**config.mk**
```make
export PLATFORM = sky130hd
export DESIGN_NAME = calc_job_issuer
export DESIGN_NICKNAME = d
export VERILOG_FILES = /design/src/rtl/calc_pkg.sv /design/src/rtl/calc_wdog.sv /design/src/rtl/calc_job_issuer.sv
export SDC_FILE = /design/constraint.sdc
export NUM_CORES = 1
export LEC_CHECK = 0
export CAP_MARGIN = 20
export CORE_AREA = 4 4 63 65
export DETAILED_ROUTE_END_ITERATION = 12
export DIE_AREA = 0 0 67 69
export PLACE_DENSITY = 0.85
export SYNTH_ARGS = -nofsm -noshare
export SYNTH_HDL_FRONTEND = slang
export SYNTH_SLANG_ARGS = --single-unit
```
**constraint.sdc**
```tcl
create_clock -name clk -period 2.5 [get_ports clk]
set_clock_uncertainty 0.2 [all_clocks]
set_input_delay 0.25 -clock clk [delete_from_list [all_inputs] [get_ports clk]]
set_output_delay 0.25 -clock clk [all_outputs]
set_load 0.05 [all_outputs]
```
**src/rtl/calc_pkg.sv**
```systemverilog
// ---------------------------------------------------------------
// calc_pkg : shared op/width/state definitions for the calculator
// Rev 1.0
// ---------------------------------------------------------------
`default_nettype none

package calc_pkg;

  localparam int RES_W = 3;
  localparam int OP_W  = 2;

  localparam logic [OP_W-1:0] OP_XOR = 2'd0;
  localparam logic [OP_W-1:0] OP_AND = 2'd1;
  localparam logic [OP_W-1:0] OP_SUB = 2'd2;
  localparam logic [OP_W-1:0] OP_ADD = 2'd3;

  typedef enum logic [1:0] {
    ST_IDLE  = 2'd0,
    ST_ISSUE = 2'd1,
    ST_WAIT  = 2'd2,
    ST_RESP  = 2'd3
  } issuer_state_e;

endpackage

`default_nettype wire

```
**src/rtl/calc_wdog.sv**
```systemverilog
// ---------------------------------------------------------------
// calc_wdog : clearable up-counter, expired when count hits TIMEOUT-1
// Rev 1.0
// ---------------------------------------------------------------
`default_nettype none

module calc_wdog #(
  parameter int TIMEOUT = 16
) (
  input  logic clk,
  input  logic reset,
  input  logic clear,
  input  logic enable,
  output logic expired
);

  localparam int CW = $clog2(TIMEOUT);

  logic [CW-1:0] count;

  // Counter parks at the terminal value so it can never wrap back to zero.
  always_ff @(posedge clk or negedge reset) begin
    if (!reset) begin
      count <= '0;
    end else if (clear) begin
      count <= '0;
    end else if (enable && !expired) begin
      count <= count + CW'(1);
    end
  end

  assign expired = (count == CW'(TIMEOUT - 1));

endmodule

`default_nettype wire

```
**src/rtl/calc_job_issuer.sv**
```systemverilog
// ---------------------------------------------------------------
// calc_job_issuer : accepts calculator jobs, drives the core, returns results
// Rev 1.0
// ---------------------------------------------------------------
`default_nettype none

module calc_job_issuer
  import calc_pkg::*;
#(
  parameter int TIMEOUT = 16,
  parameter int CNT_W   = 8
) (
  input  logic             clk,
  input  logic             reset,
  input  logic             cmd_valid,
  output logic             cmd_ready,
  input  logic [OP_W-1:0]  cmd_op,
  input  logic [RES_W-1:0] cmd_a,
  input  logic [RES_W-1:0] cmd_b,
  output logic             rsp_valid,
  input  logic             rsp_ready,
  output logic [RES_W-1:0] rsp_data,
  output logic [OP_W-1:0]  rsp_op,
  output logic             rsp_timeout,
  output logic             calc_go,
  output logic [OP_W-1:0]  calc_op,
  output logic [RES_W-1:0] calc_in1,
  output logic [RES_W-1:0] calc_in2,
  input  logic             calc_done,
  input  logic [RES_W-1:0] calc_out,
  output logic             busy,
  output logic [CNT_W-1:0] job_count
);

  issuer_state_e   state;
  logic [OP_W-1:0] job_op;
  logic            wd_clear;
  logic            wd_enable;
  logic            wd_expired;

  // Timer reads 0 in ISSUE and counts WAIT cycles from 1, so a silent core
  // yields rsp_valid exactly TIMEOUT cycles after the go pulse.
  assign wd_enable = (state == ST_ISSUE) || (state == ST_WAIT);
  assign wd_clear  = !wd_enable;

  calc_wdog #(
    .TIMEOUT (TIMEOUT)
  ) u_wdog (
    .clk     (clk),
    .reset   (reset),
    .clear   (wd_clear),
    .enable  (wd_enable),
    .expired (wd_expired)
  );

  assign busy = (state != ST_IDLE);

  always_ff @(posedge clk or negedge reset) begin
    if (!reset) begin
      state       <= ST_IDLE;
      cmd_ready   <= 1'b0;
      calc_go     <= 1'b0;
      calc_op     <= '0;
      calc_in1    <= '0;
      calc_in2    <= '0;
      job_op      <= '0;
      rsp_valid   <= 1'b0;
      rsp_data    <= '0;
      rsp_op      <= '0;
      rsp_timeout <= 1'b0;
      job_count   <= '0;
    end else begin
      case (state)
        ST_IDLE: begin
          cmd_ready <= 1'b1;
          if (cmd_valid && cmd_ready) begin
            state     <= ST_ISSUE;
            cmd_ready <= 1'b0;
            calc_go   <= 1'b1;
            calc_op   <= cmd_op;
            calc_in1  <= cmd_a;
            calc_in2  <= cmd_b;
            job_op    <= cmd_op;
          end
        end

        ST_ISSUE: begin
          calc_go <= 1'b0;
          state   <= ST_WAIT;
        end

        ST_WAIT: begin
          // Done takes priority over an expiring timer in the same cycle.
          if (calc_done || wd_expired) begin
            state       <= ST_RESP;
            rsp_valid   <= 1'b1;
            rsp_op      <= job_op;
            rsp_timeout <= !calc_done;
            rsp_data    <= calc_done ? calc_out : '0;
            calc_op     <= '0;
            calc_in1    <= '0;
            calc_in2    <= '0;
          end
        end

        ST_RESP: begin
          if (rsp_ready) begin
            state       <= ST_IDLE;
            cmd_ready   <= 1'b1;
            rsp_valid   <= 1'b0;
            rsp_data    <= '0;
            rsp_op      <= '0;
            rsp_timeout <= 1'b0;
            job_count   <= job_count + CNT_W'(1);
          end
        end

        default: begin
          state <= ST_IDLE;
        end
      endcase
    end
  end

endmodule

`default_nettype wire

```
## Yosys cells after proc, flatten, opt, wreduce, memory -nomap -nowiden

Cells that the tools add are included.

| storage, ports and cells | value |
|---|---|
| register bits after elaboration | 33 |
| input port bits | 16 |
| output and inout port bits | 26 |
| word-level logic and storage cells | 72 |

| cells by class | value |
|---|---|
| add/sub/neg operators | 2 |
| eq/ne operators | 8 |
| mux-type cells | 30 |
| reduce and logical (&&, ||, !) cells | 19 |

Operators by type and width:

| cell | number |
|---|---|
| 3-bit two-way mux | 6 |
| 3-bit case mux with 2 select lines | 3 |
| 2-bit two-way mux | 6 |
| 2-bit nonzero test | 5 |
| 3-bit AND reduction | 3 |
| 8-bit by 1-bit adder with 8-bit output (second input constant) | 1 |
| 4-bit two-way mux | 2 |
| 1-bit case mux with 2 select lines | 4 |
| 2-bit case mux with 2 select lines | 2 |
| 2-bit case mux with 4 select lines | 1 |
| 2-bit AND reduction | 4 |
| 1-bit two-way mux | 6 |
| 2-bit inequality test (second input constant) | 3 |
| 4-bit by 1-bit adder with 4-bit output (second input constant) | 1 |
| 2-bit == test (second input constant) | 2 |
| 4-bit == test (second input constant) | 1 |
| 2-bit by 1-bit == test with 1-bit output (second input constant) | 1 |
| 1-bit logical AND | 2 |
| 1-bit logical NOT | 2 |
| 2-bit logical NOT | 1 |
| 1-bit logical OR | 2 |
| 2-bit by 1-bit inequality test with 1-bit output (second input constant) | 1 |

## Depth between registers and ports, before layout

| logic depth | value |
|---|---|
| depth after elaboration | 5 |
| depth in mapped cells | 6 |
| depth with buffers taken out | 5 |

## Modules after synthesis

Synthesis repeated with hierarchy kept, for this count alone.

| unflattened totals | value |
|---|---|
| cell total of the unflattened synthesis | 134 |
| area, all modules | 1614.0 sq um |

Modules (own cells, without submodules):

| module | times used | cells an instance | area each (sq um) | sequential area each (sq um) |
|---|---|---|---|---|
| calc_job_issuer | 1 | 114 | 1385.1 | 725.7 |
| calc_wdog | 1 | 20 | 229.0 | 100.1 |

## Worst setup path before layout

Ideal clock, no wire load.

| timing path | value |
|---|---|
| path type | register -> register |
| from | reg state[0] |
| to | reg rsp_op[0] |
| library setup time | 125 ps |
| arrival | 1479 ps |
| required time | 2175 ps |
| setup slack | 696 ps |
| cell stages (with the launch flop) | 6 |
| path buffers | 0 |
| period minus slack after synthesis | 1804 ps |
| cell sequence | dfrtp_1 -> inv_1 -> ha_1 -> and2b_4 -> a22oi_4 -> mux2_2 |

| between the ends | value |
|---|---|
| word-level cells in the longest chain between the ends | 3 |
| elaborated cells between the ends (all ways) | 7 |
| classes of those cells | eq/ne: 4; mux: 1; reduce/logical: 2 |

Ends and longest elaborated chain:

| element | line | RTL |
|---|---|---|
| start, declared | calc_job_issuer.sv:35 | `issuer_state_e state;` |
| start signal, assigned | calc_job_issuer.sv:60 | `state <= ST_IDLE;` |
| start signal, assigned | calc_job_issuer.sv:77 | `state <= ST_ISSUE;` |
| start signal, assigned | calc_job_issuer.sv:89 | `state <= ST_WAIT;` |
| 2-bit == test | calc_job_issuer.sv:73 | `case (state)` |
| 2-bit by 1-bit inequality test with 1-bit output (no line) (tied with other cells) | -- |  |
| 3-bit AND reduction (no line) | -- |  |
| end signal, assigned | calc_job_issuer.sv:97 | `rsp_op <= job_op;` |
| end, declared | calc_job_issuer.sv:23 | `output logic [OP_W-1:0] rsp_op,` |

Parallel ways exist; a longest one is shown, timed or not.
A chain may end at the register's enable or synchronous reset.

## Worst setup path after layout

| timing path | value |
|---|---|
| from | reg state[0] |
| to | out busy |

| between the ends | value |
|---|---|
| word-level cells in the longest chain between the ends | 1 |

Ends and longest elaborated chain:

| element | line | RTL |
|---|---|---|
| 2-bit nonzero test | calc_job_issuer.sv:56 | `assign busy = (state != ST_IDLE);` |
| end, declared | calc_job_issuer.sv:31 | `output logic busy,` |

Every way passes these cells.

==> implementation parameters <==
Parameter                              Value

Finish
  Count of inserted antenna diode cells    0
  Final #Nets    195
  Filler instances    268
  Layout cells sized above 1    0.1207
  Post-layout util    0.6258
  Area delta synth->final    35.91%
  Finished Layout Cells    220

Synthesis
  Syn_area_per_cell    12.19 sq um
  Cell count after synthesis    around 130
  Cell area after technology mapping    0.001536 sq mm
  Ranking of synthesized cells by instance count    33 x dfrtp_1, 10 x o2bb2ai_1, 8 x a22oi_1, 8 x inv_1, 8 x xnor2_1
  Post-synth top area share    0.5375
  Warnings, synthesis    0
  FF+latch count, synth    33
  Post-synth EDFFs    0
  Leading post-synthesis cells by cell area    dfrtp_1 54%, o2bb2ai_1 5.7%, ha_1 4.9%
  Synth async-reset ratio    1.000
  Number of nets produced by synthesis    148
  Netlist cell types    32
  Most frequently used flop master after synthesis    dfrtp_1
  Most frequently used cell type in the post-synthesis netlist    dfrtp_1
  Fraction of the yosys area taken by sequential cells    0.5375
  Cell type with the highest aggregate area in the netlist    dfrtp_1

STA
  Number of endpoints failing setup at the final stage    0
  Timing-limited maximum frequency    429.6 MHz
  Remaining max-slew budget at the tightest pin    0.6055
  Final hold violation count    0
  Crit share post-route    0.9311
  Worst Tran Pin Value    ~0.59 ns
  Tmin final    between 2 and 2.5 ns
  Accumulated negative setup slack    0 ns
  Number of max-slew violations in the final report    0
  RSZ-0062 raised after global routing    no

Drt
  Detailed-route wire length    3325 microns
  DR DRC count    0
  Length of the first detailed-routing pass in iterations    5
  Met2 routed WL    around 1600 microns
  Total via count after detailed routing    between 1k and 1.5k
  Max layer used    met4
  Met3 wirelength from detailed routing    239 microns
  Via density per instance    around 5.3
  DRC marker count from the first detailed-route iteration    39
  Routed wirelength normalized by instance count    15.11 microns
  Routed metal-1 wire length    between 1000 and 1500 microns
  Number of routed nets with antenna violations    0

Floorplanning
  Die span in x    around 67 microns
  Total die area    approximately 0.0046 sq mm
  Starting density of the core    0.4604
  Cell Rows    21
  Die height    between 60 and 70 microns
  Total I/O pin count    42
  Placeable core area    approximately 0.0033 sq mm

Worst setup path
  Data arrival time at the worst-slack endpoint    roughly 1.9 ns
  Crit Path Category    flip-flop to primary output
  Peak fanout along the critical path    10
  Required arrival time at the worst endpoint    around 2 ns
  Kind of cell with the highest combined delay on the critical path    buffers and inverters
  R2R Path End    rsp_op[1]
  Buffers and inverters on the worst path    3
  Startpoint class of the critical path    flip-flop
  Cell breakdown of the critical path    inv_1 -> ha_1 -> inv_2 -> dlygate4sd2_1
  Reg2reg setup slack    between 0.3 and 0.4 ns
  Slowest-stage cell, CP    dlygate4sd2_1
  Crit path largest cell delay    0.57 ns
  Critical Path Sink Type    primary output
  Crit Reg-Reg Startpoint    state[0]
  Depth of the worst register-to-register path    4

Run
  Max Cap Viol    0

Global route
  Wire length of the first global-routing pass    roughly 5600 microns
  GRT Overall Usage    0.1569
  Total gr overflow    0
  Antenna violations before repair    0
  Vias in the first global route    approximately 1.2k
  Pin count of the biggest net entering global routing    34

Place
  Number of cells after detailed placement    approximately 210
  Routability congestion estimate    about 0.76
  Number of buffer cells added on primary ports    41
  DP HPWL    between 2000 and 2500 microns

Clock tree
  Buffers inserted by post-CTS timing repair    0
  H-tree level count    2
  Buffer levels on the longest clock path    2
  Clock buffer count from CTS    5
  Clock-pin slew on the worst setup and hold paths    0.10 ns
  Clock Latency Late Sink    roughly 0.33 ns
  Number of clock sinks seen by CTS    33
  Clock root buffer    clkbuf_4
  Clock tree from TritonCTS    done

Power
  Leakage power total    a little under 0.9 nW
  Cell Pwr Density    between 1000 and 1500 mW/mm^2
  Largest voltage drop on the vdd net    between 0.0006 and 0.0007 V
  Final Power    roughly 2.8 mW

Min path
  Hold Path Class    input port to asynchronous set/reset pin

Run status
  Run status    complete, no violations
## worst max-delay path by stage
stage	from	endpoint	cells after the start
after CTS	state[0]	busy	4
after global routing	state[0]	busy	4
final	state[0]	busy	4
after floorplan	state[0]	rsp_op[0]	5
after global placement	state[0]	busy	4
after detailed placement	state[0]	busy	4
## state kept, by name (all words and copies together) (netlist names)
name,count
rsp_valid,1
calc_op,2
rsp_op,2
calc_in1,3
rsp_timeout,1
state,2
u_wdog.count,4
job_op,2
cmd_ready,1
calc_go,1
rsp_data,3
job_count,8
calc_in2,3
## layout by cell type (no fill, tap or decap), types with 2 or more instances in the layout
master and instances:
inv_1 8, a22oi_1 8, nor2b_1 3, nor2_1 3
nand2_1 2, xnor2_1 8, mux2_2 6, nand3_1 3
nand4_1 4, nand4b_1 3, clkdlybuf4s50_1 40, clkbuf_4 5
ha_1 6, and3_1 2, dfrtp_1 33, o2bb2ai_1 10
o21ai_0 7, mux2i_1 3
## layout make-up
cell class	count	area, sq um	area share
multi-input cells	82	669.4	0.3206
repair buffers	42	416.7	0.1995
well taps	46	57.56	0.02756
flip-flops and latches	33	825.8	0.3954
inverters	9	33.78	0.01618
clock buffers	7	55.05	0.02636
clock inverters	1	30.03	0.01438
## power by group
| group | switching (mW) | internal [mW] |
|---|---|---|
| logic | 0.932 | 0.563 |
| registers | 0.154 | 0.721 |
| clock network | 0.172 | 0.239 |
## timing repair
action,4_1_cts,5_1_grt
endpoints found under the setup margin,1,0
hold buffers,0,0
gates resized for setup,1,0
## stage by stage
stage | hold WS (ns) | area, sq um | setup slack, ns
floorplan | -0.2456 | 1536 | 0.6962
global placement | 0.2610 | 2004 | 0.3646
detailed placement | 0.2655 | 2004 | 0.2588
CTS | 0.1275 | 2088 | 0.1664
global route | 0.1316 | 2088 | 0.06437
finish | 0.1170 | 2088 | 0.1722
## cell families (layout without fill, tap and decap cells)
| logic type | count (synthesis) | after routing | share of synthesized area |
|---|---|---|---|
| AO/OA/AOI/OAI | 32 | 32 | 0.1677 |
| XOR/XNOR | 8 | 8 | 0.04560 |
| adder cells (fa/ha/maj) | 6 | 6 | 0.04886 |
| buffers and inverters | 11 | 59 | 0.02687 |
| flip-flops | 33 | 33 | 0.5375 |
| multiplexers | 9 | 9 | 0.06352 |
| AND/OR/NAND/NOR | 27 | 27 | 0.1099 |
## metal layers
| metal | global-route usage | up-vias |
|---|---|---|
| met5 | 0 | - |
| met4 | 0.05856 | 0 |
| met3 | 0.06331 | 7 |
| met2 | 0.2478 | 39 |
| met1 | 0.1889 | 573 |
| li1 | - | 557 |
Power figures use the tool's default switching activity.
==> variant, RTL diff (same flow settings) <==
The 4 states of `issuer_state_e` get a one-hot encoding in 4 bits.
--- a/src/rtl/calc_pkg.sv
+++ b/src/rtl/calc_pkg.sv
@@ -15,9 +15,9 @@
   localparam logic [OP_W-1:0] OP_ADD = 2'd3;
 
-  typedef enum logic [1:0] {
-    ST_IDLE  = 2'd0,
-    ST_ISSUE = 2'd1,
-    ST_WAIT  = 2'd2,
-    ST_RESP  = 2'd3
+  typedef enum logic [3:0] {
+    ST_IDLE  = 4'b0001,
+    ST_ISSUE = 4'b0010,
+    ST_WAIT  = 4'b0100,
+    ST_RESP  = 4'b1000
   } issuer_state_e;
 
Behaviour: same outputs for any inputs over 10 cycles, from zero or initial values and one cycle with reset low; not proved beyond that.
==> variant against the original RTL <==
Highest routed layer unchanged; sequential share of layout area is 2.1 points higher; wire length down 0.78%; utilization is 0.56 points higher; sequential cell count is 2 higher; power decreased by 15%; setup slack better by 0.091 ns; largest cell class unchanged; cell area increased by 0.90%; area after synthesis grew 4.8%.
==> variant: results (changes against the original RTL) <==
[metrics] leakage power: 0.000901 uW (was 0.000879 uW)
[metrics] depth of the worst register-to-register path: 3 (was 4)
[metrics] FF-to-FF setup slack: 0.35 ns (was 0.37 ns)
[metrics] library cells used by synthesis: 34 (was 32)
[metrics] final weighted congestion of routability-driven global placement: 0.820 (was 0.756)
[metrics] CTS-repair resized insts: 0 (was 1)
[metrics] Filler cells: 271 (was 268)
[metrics] global-route wire length before repair: 5960 um (was 5630 um)
[metrics] source-to-sink clock delay at the later pin of the worst-skew pair: approximately 0.32 ns
[metrics] largest registers in the final layout: job_count x8, state x4, u_wdog.count x4 (was job_count x8, u_wdog.count x4)
[metrics] leading post-synthesis cells by instance count: 34 x sky130_fd_sc_hd__dfrtp_1, 16 x sky130_fd_sc_hd__o21ai_0, 8 x sky130_fd_sc_hd__nand2_1, 8 x sky130_fd_sc_hd__o2bb2ai_1 (was 33 x sky130_fd_sc_hd__dfrtp_1, 10 x sky130_fd_sc_hd__o2bb2ai_1, 8 x sky130_fd_sc_hd__a22oi_1, 8 x sky130_fd_sc_hd__inv_1, 8 x sky130_fd_sc_hd__xnor2_1)
[metrics] total number of nets in the final design: 201 (was 195)
[metrics] fraction of final layout cells sized beyond drive strength 1: 10.9% (was 12.1%)
[metrics] highest fanout seen on the critical path: 11 (was 10)
[metrics] Max rail drop VDD: 0.497 mV (was 0.632 mV)
[metrics] half-perimeter wire length after placement: 2520 um (was 2490 um)
[metrics] top post-synthesis cells by area: sky130_fd_sc_hd__dfrtp_1 53%, sky130_fd_sc_hd__o21ai_0 5.0%, sky130_fd_sc_hd__mux2i_1 4.4% (was sky130_fd_sc_hd__dfrtp_1 54%, sky130_fd_sc_hd__o2bb2ai_1 5.7%, sky130_fd_sc_hd__ha_1 4.9%)
[metrics] maximum number of pins on one net before global-route repair: 36 (was 34)
[metrics] number of global-route vias before repair: 1301 (was 1218)
[metrics] number of detailed-route iterations in the first pass: 4 (was 5)
[metrics] wire length after detailed routing: 3300 um (was 3330 um)
[metrics] Max stage delay cell, worst path: sky130_fd_sc_hd__dfstp_2 (was sky130_fd_sc_hd__dlygate4sd2_1)
[metrics] Rel. slew slack: 65.9% (was 60.5%)
[metrics] critical register-to-register path startpoint: state[0] (unchanged)
[metrics] portion of the post-synthesis area used by sequential elements: 54.5% (was 53.7%)
[metrics] deepest clock path buffer count: 2 (unchanged)
[metrics] reg-to-reg endpoint: job_op[1] (was rsp_op[1])
[metrics] GRT Util Overall: 16.3% (was 15.7%)
[metrics] switching power: 1090 uW (was 1260 uW)
[metrics] Synth Net Count: 155 (was 148)
[metrics] critical path's largest stage delay: 0.64 ns (was 0.57 ns)
[metrics] run status: finished clean (unchanged)
[metrics] Via Count: 1201 (was 1176)
[metrics] Crit path arrival time: 1.79 ns (was 1.88 ns)
[metrics] DR iter-0 viols: 114 (was 39)
variant: changes by cell type after synthesis, sizes merged, moves of 4 or more:
cell	delta
nor2	+5
nand2	+5
mux2i	+4
ha	-4
o21ai	+9
buf	+5
inv	-4
a22oi	-9
variant: logic make-up (layout without fill, tap and decap cells):
group | Yosys count | count (layout) | share of synthesized area (%)
compound gates | 32 | 32 | 12.6
fa+ha+maj | 2 | 2 | 1.55
simple gates | 40 | 40 | 16.9
xor+xnor | 8 | 8 | 4.35
flops | 35 | 35 | 54.5
mux | 10 | 10 | 6.45
buf+inv | 10 | 57 | 3.73
variant: layout make-up:
type,count,area (um2),share of cell area [%]
clock inverter,1,5.00,0.238
inverter,5,18.8,0.891
tap,46,57.6,2.73
sequential,35,877,41.6
timing repair buffer,44,430,20.4
multi-input combinational,92,673,31.9
clock buffer,7,45.0,2.14
variant: worst max path at each step:
stage / from / endpoint / slack (ns) / cells past startpoint
after CTS: state[0] / busy / 0.25 / 2
after detailed placement: state[0] / job_op[1] / 0.36 / 3
after floorplan: state[0] / job_op[0] / 0.57 / 3
after global placement: state[0] / job_op[1] / 0.41 / 3
final: state[0] / busy / 0.26 / 2
after global routing: state[0] / busy / 0.20 / 2
variant: power groups by stage:
stage / Combinational (uW) / Clock [uW] / Sequential, uW
CTS: 1210 / 289 / 875
floorplan: 407 / 0 / 1310
global route: 1270 / 320 / 898
global placement: 1190 / 0 / 871
finish: 1200 / 281 / 873
detailed placement: 1210 / 0 / 887
variant: worst max-delay path: cells and delay by family, from the launching register on:
| kind | cells | cell delay, ns |
|---|---|---|
| DFF | 1 | 0.64 |
| and+or+nand+nor | 1 | 0.59 |
| buffers and inverters | 1 | 0.23 |
variant: through the flow:
step                hold slack [ns]  instance area [um2]  instances  setup WS, ns
finish                        0.126                 2110        230         0.263
global route                  0.164                 2110        230         0.199
CTS                           0.128                 2110        230         0.246
detailed placement            0.266                 2060        222         0.355
global placement              0.258                 2060        222         0.410
floorplan                    -0.246                 1610        137         0.566
variant: layer usage:
metal  GRT usage (%)  part of all wire [%]
met1            19.5                    43
met2            26.7                    51
met3            5.36                   4.8
met4            5.86                  0.94
met5               0                     0
